`config.mk`:
```
export PLATFORM = sky130hd
export DESIGN_NAME = vram_arbiter_flat
export DESIGN_NICKNAME = d
export VERILOG_FILES = /design/src/rtl/vram_arbiter_if.sv /design/src/rtl/vram_arbiter.sv /design/src/flat_wrapper.sv
export SDC_FILE = /design/constraint.sdc
export NUM_CORES = 1
export LEC_CHECK = 0
export ABC_AREA = 0
export CAP_MARGIN = 20
export CORE_MARGIN = 3
export CORE_UTILIZATION = 41
export CTS_CLUSTER_SIZE = 10
export DETAILED_ROUTE_END_ITERATION = 8
export HOLD_SLACK_MARGIN = 0.08
export PLACE_DENSITY = 0.86
export SYNTH_ARGS = -nofsm -noshare
export SYNTH_HDL_FRONTEND = slang
export SYNTH_SLANG_ARGS = --single-unit
```
`constraint.sdc`:
```
create_clock -name clk -period 3.6 [get_ports clk]
set_clock_uncertainty 0.05 [all_clocks]
set_input_delay 0.54 -clock clk [delete_from_list [all_inputs] [get_ports clk]]
set_output_delay 0.54 -clock clk [all_outputs]
set_load 0.01 [all_outputs]
```
`src/rtl/vram_arbiter_if.sv`:
```
// Bus bundle tying the VGA fetcher, the CPU load/store path and the VRAM port to the arbiter.
interface vram_arbiter_if #(
  parameter int ADDR_W = 15,
  parameter int DATA_W = 8
);
  logic              vga_req;
  logic [ADDR_W-1:0] vga_addr;
  logic              vga_gnt;
  logic              vga_rvalid;
  logic [DATA_W-1:0] vga_rdata;

  logic              cpu_req;
  logic              cpu_we;
  logic [ADDR_W-1:0] cpu_addr;
  logic [DATA_W-1:0] cpu_wdata;
  logic              cpu_gnt;
  logic              cpu_rvalid;
  logic [DATA_W-1:0] cpu_rdata;

  logic              ram_en;
  logic              ram_we;
  logic [ADDR_W-1:0] ram_addr;
  logic [DATA_W-1:0] ram_wdata;
  logic [DATA_W-1:0] ram_rdata;

  // Arbiter side: takes requests and RAM read data, drives grants, responses and the RAM port.
  modport slave (
    input  vga_req, vga_addr, cpu_req, cpu_we, cpu_addr, cpu_wdata, ram_rdata,
    output vga_gnt, vga_rvalid, vga_rdata, cpu_gnt, cpu_rvalid, cpu_rdata,
           ram_en, ram_we, ram_addr, ram_wdata
  );

  modport master (
    output vga_req, vga_addr, cpu_req, cpu_we, cpu_addr, cpu_wdata, ram_rdata,
    input  vga_gnt, vga_rvalid, vga_rdata, cpu_gnt, cpu_rvalid, cpu_rdata,
           ram_en, ram_we, ram_addr, ram_wdata
  );
endinterface

```
`src/rtl/vram_arbiter.sv`:
```
// Single-port VRAM arbiter: VGA scanout has priority, a saturating wait counter bounds CPU starvation.
module vram_arbiter #(
  parameter int ADDR_W   = 15,
  parameter int DATA_W   = 8,
  parameter int MAX_WAIT = 4
) (
  input  logic           clk,
  input  logic           rst,
  vram_arbiter_if.slave  bus
);
  localparam int                WAIT_W   = $clog2(MAX_WAIT + 1);
  localparam logic [WAIT_W-1:0] WAIT_MAX = WAIT_W'(MAX_WAIT);

  typedef enum logic [1:0] {
    OWN_IDLE,
    OWN_VGA,
    OWN_CPU_RD,
    OWN_CPU_WR
  } owner_t;

  owner_t            owner, owner_next, rd_owner;
  logic [WAIT_W-1:0] wait_cnt, wait_next;
  logic              vga_gnt, cpu_gnt;
  logic              ram_en_q, ram_we_q;
  logic [ADDR_W-1:0] ram_addr_q;
  logic [DATA_W-1:0] ram_wdata_q;
  logic              ram_we_next;
  logic [ADDR_W-1:0] ram_addr_next;
  logic [DATA_W-1:0] ram_wdata_next;
  logic              vga_rvalid, cpu_rvalid;
  logic [DATA_W-1:0] vga_rdata_q, cpu_rdata_q;

  always_comb begin
    owner_next     = OWN_IDLE;
    wait_next      = '0;
    ram_we_next    = 1'b0;
    ram_addr_next  = '0;
    ram_wdata_next = '0;

    cpu_gnt = bus.cpu_req & (~bus.vga_req | (wait_cnt >= WAIT_MAX));
    vga_gnt = bus.vga_req & ~cpu_gnt;

    // A refused CPU request ages towards MAX_WAIT, where it overrides VGA priority.
    if (bus.cpu_req && !cpu_gnt) begin
      wait_next = (wait_cnt < WAIT_MAX) ? wait_cnt + 1'b1 : wait_cnt;
    end

    if (vga_gnt) begin
      owner_next    = OWN_VGA;
      ram_addr_next = bus.vga_addr;
    end else if (cpu_gnt) begin
      owner_next    = bus.cpu_we ? OWN_CPU_WR : OWN_CPU_RD;
      ram_we_next   = bus.cpu_we;
      ram_addr_next = bus.cpu_addr;
      if (bus.cpu_we) begin
        ram_wdata_next = bus.cpu_wdata;
      end
    end
  end

  always_ff @(posedge clk or negedge rst) begin
    if (!rst) begin
      owner       <= OWN_IDLE;
      rd_owner    <= OWN_IDLE;
      wait_cnt    <= '0;
      ram_en_q    <= 1'b0;
      ram_we_q    <= 1'b0;
      ram_addr_q  <= '0;
      ram_wdata_q <= '0;
      vga_rdata_q <= '0;
      cpu_rdata_q <= '0;
    end else begin
      owner       <= owner_next;
      rd_owner    <= (owner == OWN_CPU_WR) ? OWN_IDLE : owner;
      wait_cnt    <= wait_next;
      ram_en_q    <= (owner_next != OWN_IDLE);
      ram_we_q    <= ram_we_next;
      ram_addr_q  <= ram_addr_next;
      ram_wdata_q <= ram_wdata_next;
      if (vga_rvalid) begin
        vga_rdata_q <= bus.ram_rdata;
      end
      if (cpu_rvalid) begin
        cpu_rdata_q <= bus.ram_rdata;
      end
    end
  end

  // RAM data arrives the cycle after the access; pass it straight through, then hold it.
  assign vga_rvalid     = (rd_owner == OWN_VGA);
  assign cpu_rvalid     = (rd_owner == OWN_CPU_RD);

  assign bus.vga_gnt    = vga_gnt;
  assign bus.cpu_gnt    = cpu_gnt;
  assign bus.vga_rvalid = vga_rvalid;
  assign bus.cpu_rvalid = cpu_rvalid;
  assign bus.vga_rdata  = vga_rvalid ? bus.ram_rdata : vga_rdata_q;
  assign bus.cpu_rdata  = cpu_rvalid ? bus.ram_rdata : cpu_rdata_q;
  assign bus.ram_en     = ram_en_q;
  assign bus.ram_we     = ram_we_q;
  assign bus.ram_addr   = ram_addr_q;
  assign bus.ram_wdata  = ram_wdata_q;
endmodule

```
`src/flat_wrapper.sv`:
```
// flat-port wrapper written by rule: the top's interface ports become plain ports
module vram_arbiter_flat 
#(
  parameter int ADDR_W   = 15,
  parameter int DATA_W   = 8,
  parameter int MAX_WAIT = 4
)
  (clk, rst, bus_vga_req, bus_vga_addr, bus_cpu_req, bus_cpu_we, bus_cpu_addr, bus_cpu_wdata, bus_ram_rdata, bus_vga_gnt, bus_vga_rvalid, bus_vga_rdata, bus_cpu_gnt, bus_cpu_rvalid, bus_cpu_rdata, bus_ram_en, bus_ram_we, bus_ram_addr, bus_ram_wdata);
  vram_arbiter_if #(.ADDR_W(ADDR_W), .DATA_W(DATA_W)) bus_i ();
  input  logic clk;
  input  logic rst;
  input wire logic [$bits(bus_i.vga_req)-1:0] bus_vga_req;
  input wire logic [$bits(bus_i.vga_addr)-1:0] bus_vga_addr;
  input wire logic [$bits(bus_i.cpu_req)-1:0] bus_cpu_req;
  input wire logic [$bits(bus_i.cpu_we)-1:0] bus_cpu_we;
  input wire logic [$bits(bus_i.cpu_addr)-1:0] bus_cpu_addr;
  input wire logic [$bits(bus_i.cpu_wdata)-1:0] bus_cpu_wdata;
  input wire logic [$bits(bus_i.ram_rdata)-1:0] bus_ram_rdata;
  output wire logic [$bits(bus_i.vga_gnt)-1:0] bus_vga_gnt;
  output wire logic [$bits(bus_i.vga_rvalid)-1:0] bus_vga_rvalid;
  output wire logic [$bits(bus_i.vga_rdata)-1:0] bus_vga_rdata;
  output wire logic [$bits(bus_i.cpu_gnt)-1:0] bus_cpu_gnt;
  output wire logic [$bits(bus_i.cpu_rvalid)-1:0] bus_cpu_rvalid;
  output wire logic [$bits(bus_i.cpu_rdata)-1:0] bus_cpu_rdata;
  output wire logic [$bits(bus_i.ram_en)-1:0] bus_ram_en;
  output wire logic [$bits(bus_i.ram_we)-1:0] bus_ram_we;
  output wire logic [$bits(bus_i.ram_addr)-1:0] bus_ram_addr;
  output wire logic [$bits(bus_i.ram_wdata)-1:0] bus_ram_wdata;
  assign bus_i.vga_req = bus_vga_req;
  assign bus_i.vga_addr = bus_vga_addr;
  assign bus_i.cpu_req = bus_cpu_req;
  assign bus_i.cpu_we = bus_cpu_we;
  assign bus_i.cpu_addr = bus_cpu_addr;
  assign bus_i.cpu_wdata = bus_cpu_wdata;
  assign bus_i.ram_rdata = bus_ram_rdata;
  assign bus_vga_gnt = bus_i.vga_gnt;
  assign bus_vga_rvalid = bus_i.vga_rvalid;
  assign bus_vga_rdata = bus_i.vga_rdata;
  assign bus_cpu_gnt = bus_i.cpu_gnt;
  assign bus_cpu_rvalid = bus_i.cpu_rvalid;
  assign bus_cpu_rdata = bus_i.cpu_rdata;
  assign bus_ram_en = bus_i.ram_en;
  assign bus_ram_we = bus_i.ram_we;
  assign bus_ram_addr = bus_i.ram_addr;
  assign bus_ram_wdata = bus_i.ram_wdata;
  vram_arbiter #(.ADDR_W(ADDR_W), .DATA_W(DATA_W), .MAX_WAIT(MAX_WAIT)) u_core (.clk(clk), .rst(rst), .bus(bus_i));
endmodule
```
Word level (Yosys, flattened, before mapping)
Cells that the tools add are included.
{ "op_classes": {"div": 0, "n_bitwise": 5, "n_reduce_logical": 3, "n_mul": 0, "magnitude_cmp": 2, "shift": 0, "n_eq_ne": 4, "n_mux": 15, "n_addsub": 1} }
{ "op_table": {"columns": ["op", "n"], "rows": [
  ["8-bit two-way mux", 5],
  ["15-bit two-way mux", 2],
  ["2-bit two-way mux", 3],
  ["3-bit two-way mux", 2],
  ["2-bit equality test, second input constant", 2],
  ["3-bit by 1-bit adder with 3-bit output, second input constant", 1],
  ["3-bit greater-or-equal comparator, second input constant", 1],
  ["3-bit < comparator, second input constant", 1],
  ["1-bit two-way mux", 3],
  ["1-bit bitwise AND", 2],
  ["2-bit by 1-bit equality test with 1-bit output, second input constant", 1],
  ["2-bit inequality test, second input constant", 1],
  ["1-bit NOT", 2],
  ["2-bit nonzero test", 1],
  ["1-bit logical AND", 1],
  ["1-bit logical NOT", 1],
  ["1-bit OR", 1]
]} }
{ "word_totals": {"latch_bits": 0, "elab_cells": 39, "mem_bits_ro": 0, "output_inout_bits": 45, "n_memories": 0, "register_bits": 48, "ram_bits": 0, "in_bits": 51} }

Depth between registers and ports, before layout
{ "logic_depth": {"word_depth": 7, "mapped_depth": 4, "ltp_nobuf": 2} }

Worst setup path after synthesis
Ideal clock, no wire load.
{ "synth_path": {"path_kind": "flip-flop to output port", "from": "register u_core.rd_owner[1]", "to": "output bus_vga_rdata[0]", "n_path_buf": 1, "slack_ns": 1.963, "arrival_time_ns": 1.047, "stages_incl_launch_ff": 4, "required_ns": 3.010, "cell_sequence": "dfrtp_1 > nor2b_1 > buf_2 > mux2_2"} }
{ "synth_via": {"elab_chain_len": 2} }
{ "synth_rtl": {"columns": ["item", "line", "text"], "rows": [
  ["from (decl)", "vram_arbiter.sv:21", "owner_t owner, owner_next, rd_owner;"],
  ["from (signal assigned)", "vram_arbiter.sv:74", "rd_owner <= (owner == OWN_CPU_WR) ? OWN_IDLE : owner;"],
  ["2-bit by 1-bit equality test with 1-bit output", "vram_arbiter.sv:90", "assign vga_rvalid = (rd_owner == OWN_VGA);"],
  ["via bus_vga_rvalid", "flat_wrapper.sv:20", "output wire logic [$bits(bus_i.vga_rvalid)-1:0] bus_vga_rvalid;"],
  ["8-bit two-way mux", "vram_arbiter.sv:97", "assign bus.vga_rdata = vga_rvalid ? bus.ram_rdata : vga_rdata_q;"],
  ["to (decl)", "flat_wrapper.sv:21", "output wire logic [$bits(bus_i.vga_rdata)-1:0] bus_vga_rdata;"]
]} }
The timed path passes the listed nets, and every way through them passes these cells.

Worst setup path after layout
{ "layout_path": {"from": "input bus_vga_req", "to": "output bus_cpu_gnt"} }
{ "layout_via": {"elab_chain_len": 3} }
{ "layout_rtl": {"columns": ["item", "line", "text"], "rows": [
  ["from (decl)", "flat_wrapper.sv:12", "input wire logic [$bits(bus_i.vga_req)-1:0] bus_vga_req;"],
  ["1-bit NOT", "vram_arbiter.sv:40", "cpu_gnt = bus.cpu_req & (~bus.vga_req | (wait_cnt >= WAIT_MAX));"],
  ["1-bit OR", "vram_arbiter.sv:40", null],
  ["1-bit bitwise AND", "vram_arbiter.sv:40", null],
  ["to (decl)", "flat_wrapper.sv:22", "output wire logic [$bits(bus_i.cpu_gnt)-1:0] bus_cpu_gnt;"]
]} }
Every way passes these cells.

==> results.py <==
metrics = {
    "outcome": {
        "outcome": "complete, no violations",
    },
    "route": {
        "wl_per_cell_um": 16.1,
        "highest_layer": "met4",
        "drtIter0Drc": 65,
        "wl_met2_um": 2070,
        "routed_wirelength_um": 4190,
        "drtAntennaViolNets": 0,
        "wl_met3_um": 516,
        "drc_errors": 0,
        "first_pass_iters": 4,
        "vias": 1313,
        "wl_met1_um": 1560,
        "via_per_inst": 5.03,
    },
    "yosys": {
        "async_flop_share": 1.00,
        "synth_cells": 113,
        "synthDistinctLibCells": 22,
        "synth_common_cells": "dfrtp_1, mux2_2, a32o_1",
        "yosysTopAreaCell": "dfrtp_1",
        "seq_area_frac_synth": 0.670,
        "yosys_most_used_dff": "dfrtp_1",
        "synth_edf_count": 0,
        "synth_seq_cells": 48,
        "synth_area_um2": 1790,
        "synth_area_per_cell_um2": 15.9,
        "synth_area_leaders": "dfrtp_1, mux2_2, a32o_1",
        "synth_top_area_share": 0.670,
        "synth.most_common_cell": "dfrtp_1",
        "syn_nets": 165,
        "yosysWarnings": 0,
    },
    "flow_run": {
        "max_cap_violations": 0,
    },
    "timing": {
        "fin_setup_tns_ns": 0,
        "setup_ws_ns": 0.698,
        "fmax_ghz": 0.345,
        "maxSlewViolCount": 0,
        "min_period_over_period": 0.806,
        "tightest_slew_ns": 0.769,
        "min_period_ns": 2.90,
        "fin_hold_ws_ns": 0.111,
        "final-setup-viol-count": 0,
        "hold_viol_final": 0,
        "rsz0062_at_grt": "false",
        "slew_headroom": 0.486,
    },
    "global_route": {
        "grt_pass1_vias": 1403,
        "grt_use_total": 0.172,
        "antenna_found_initial": 0,
        "grt.overflow.total": 0,
        "grt_max_degree": 49,
        "grt_pass1_wl_um": 6860,
    },
    "critical_path": {
        "crit_path_start_kind": "primary input",
        "crit_chain": "clkdlybuf4s50_1 -> nand2b_1 -> and2_2 -> clkdlybuf4s50_1",
        "cp-end-kind": "output pin",
        "crit_required_ns": 3.01,
        "worst-path-buf-inv": 2,
        "critPathMaxStageDelay_ns": 0.53,
        "slowest_stage": "clkdlybuf4s50_1",
        "arrival_ns": 2.31,
        "crit_top_cell": "clkdlybuf4s50_1",
        "critPathKind": "primary input to output pin",
        "critPathTopFamily": "buffers and inverters",
        "crit_fanout": 18,
    },
    "cts": {
        "htreeDepth": 2,
        "cts_buffers": 5,
        "clk_path_buf_depth": 2,
        "path_clk_slew_ns": 0.08,
        "clock_sinks": 48,
        "post_cts_buffers": 0,
        "clk_latency_ns": 0.29,
        "hold_buffers": 0,
        "ctsRootBufferMaster": "clkbuf_8",
        "post_cts_resized": 0,
        "cts_tree": "built",
    },
    "finish": {
        "n_antenna_cell": 0,
        "layout-area-overhead-vs-synth_pct": 60.7,
        "final_nets": 262,
        "drive_above_1_share": 0.161,
    },
    "floorplan": {
        "start_util": 0.436,
        "io_pins": 96,
        "row_count": 23,
        "core_area_um2": 4120,
        "die_w_um": 72.1,
        "die_h_um": 72.1,
        "die_area_um2": 5200,
    },
    "power": {
        "irDropWorstVdd_mv": 0.198,
        "p_per_area_nw_per_um2": 447,
        "p_leak_nw": 1.22,
    },
    "place": {
        "dp_slack_ns": 0.714,
        "place.gp.congestion": 0.743,
        "io_buffers": 95,
        "dp_hpwl_um": 3080,
    },
    "min_path": {
        "hold_path_class": "primary input to async pin",
    },
}
## state kept, by name (all words and copies together), names as in the netlist
name,flops
u_core.cpu_rdata_q,8
u_core.bus.ram_en,1
u_core.wait_cnt,3
u_core.owner,2
u_core.bus.ram_we,1
u_core.rd_owner,2
u_core.bus.ram_addr,15
u_core.bus.ram_wdata,8
u_core.vga_rdata_q,8
## power breakdown
group	switching, W	total (W)	internal [W]
combinational	0.000112	0.000301	0.000189
sequential	0.0000147	0.000609	0.000594
clock	0.000174	0.000379	0.000205
total	0.000300	0.00129	0.000988
## per-stage QoR
| step | utilization | cells | power, W | area, um2 |
|---|---|---|---|---|
| floorplan | - | 113 | 0.000731 | 1790 |
| global placement | 0.668 | 252 | 0.000910 | 2750 |
| detailed placement | 0.668 | 252 | 0.000920 | 2750 |
| CTS | 0.695 | 260 | 0.00130 | 2860 |
| global route | 0.700 | 261 | 0.00135 | 2880 |
| finish | 0.700 | 261 | 0.00129 | 2880 |
## per-layer routing
| layer | GRT usage | up-vias |
|---|---|---|
| li1 | - | 600 |
| met1 | 0.208 | 633 |
| met2 | 0.278 | 74 |
| met3 | 0.0762 | 6 |
| met4 | 0.0501 | 0 |
| met5 | 0 | - |
## path summary, 6_finish.rpt
path | from | endpoint | slack, ns | cells after the start
worst min register to register | u_core.owner[1] | u_core.rd_owner[0] | 0.36 | 1
worst max register to register | u_core.rd_owner[1] | u_core.vga_rdata_q[7] | 2.01 | 2
worst max-delay path | bus_vga_req | bus_cpu_gnt | 0.70 | 4
max in group asynchronous | rst | u_core.bus.ram_addr[7] | 2.90 | 2
min in group clk | u_core.owner[1] | u_core.rd_owner[0] | 0.36 | 1
worst min-delay path | rst | u_core.bus.ram_addr[2] | 0.11 | 1
## worst reg2reg max path, delay by kind of cell (launching register included)
family           cells  cell delay [ns]
and+or+nand+nor      1             0.61
muxes                1             0.43
DFF                  1             0.39
## cells in the final DEF (no fill, tap or decap)
master / netlist / routed
clkdlybuf4s50_1: 0 / 94
dfrtp_1: 48 / 48
mux2_2: 16 / 16
a32o_1: 15 / 15
nor3b_1: 8 / 8
clkbuf_8: 1 / 5
nor2b_1: 3 / 3
nand2b_1: 3 / 3
and2_2: 2 / 2
and3_1: 2 / 2
buf_4: 1 / 2
inv_1: 1 / 1
a21boi_4: 1 / 1
nand2_1: 1 / 1
and2b_2: 1 / 1
or2_2: 1 / 1
nor2_1: 1 / 1
nor3b_2: 1 / 1
ha_1: 1 / 1
bufinv_16: 0 / 1
clkinv_2: 0 / 1
clkinvlp_4: 0 / 1
buf_2: 3 / 1
buf_12: 0 / 1
## cell type report
| class | instances | area, um2 |
|---|---|---|
| inverter | 1 | 3.75 |
| fill | 293 | 1230 |
| sequential | 48 | 1200 |
| tap | 50 | 62.6 |
| clock buffer | 5 | 68.8 |
| multi-input combinational | 56 | 522 |
| clock inverter | 3 | 42.5 |
| timing repair buffer | 98 | 981 |
## cell families after synthesis
logic type / Yosys count / synth area share
AOI/OAI and AO/OA: 16 / 0.0942
adders and majority gates: 1 / 0.00698
buffers and inverters: 9 / 0.0391
DFF: 48 / 0.670
muxes: 16 / 0.100
and+or+nand+nor: 23 / 0.0893
Note: power is estimated with default switching activity, not from simulation.
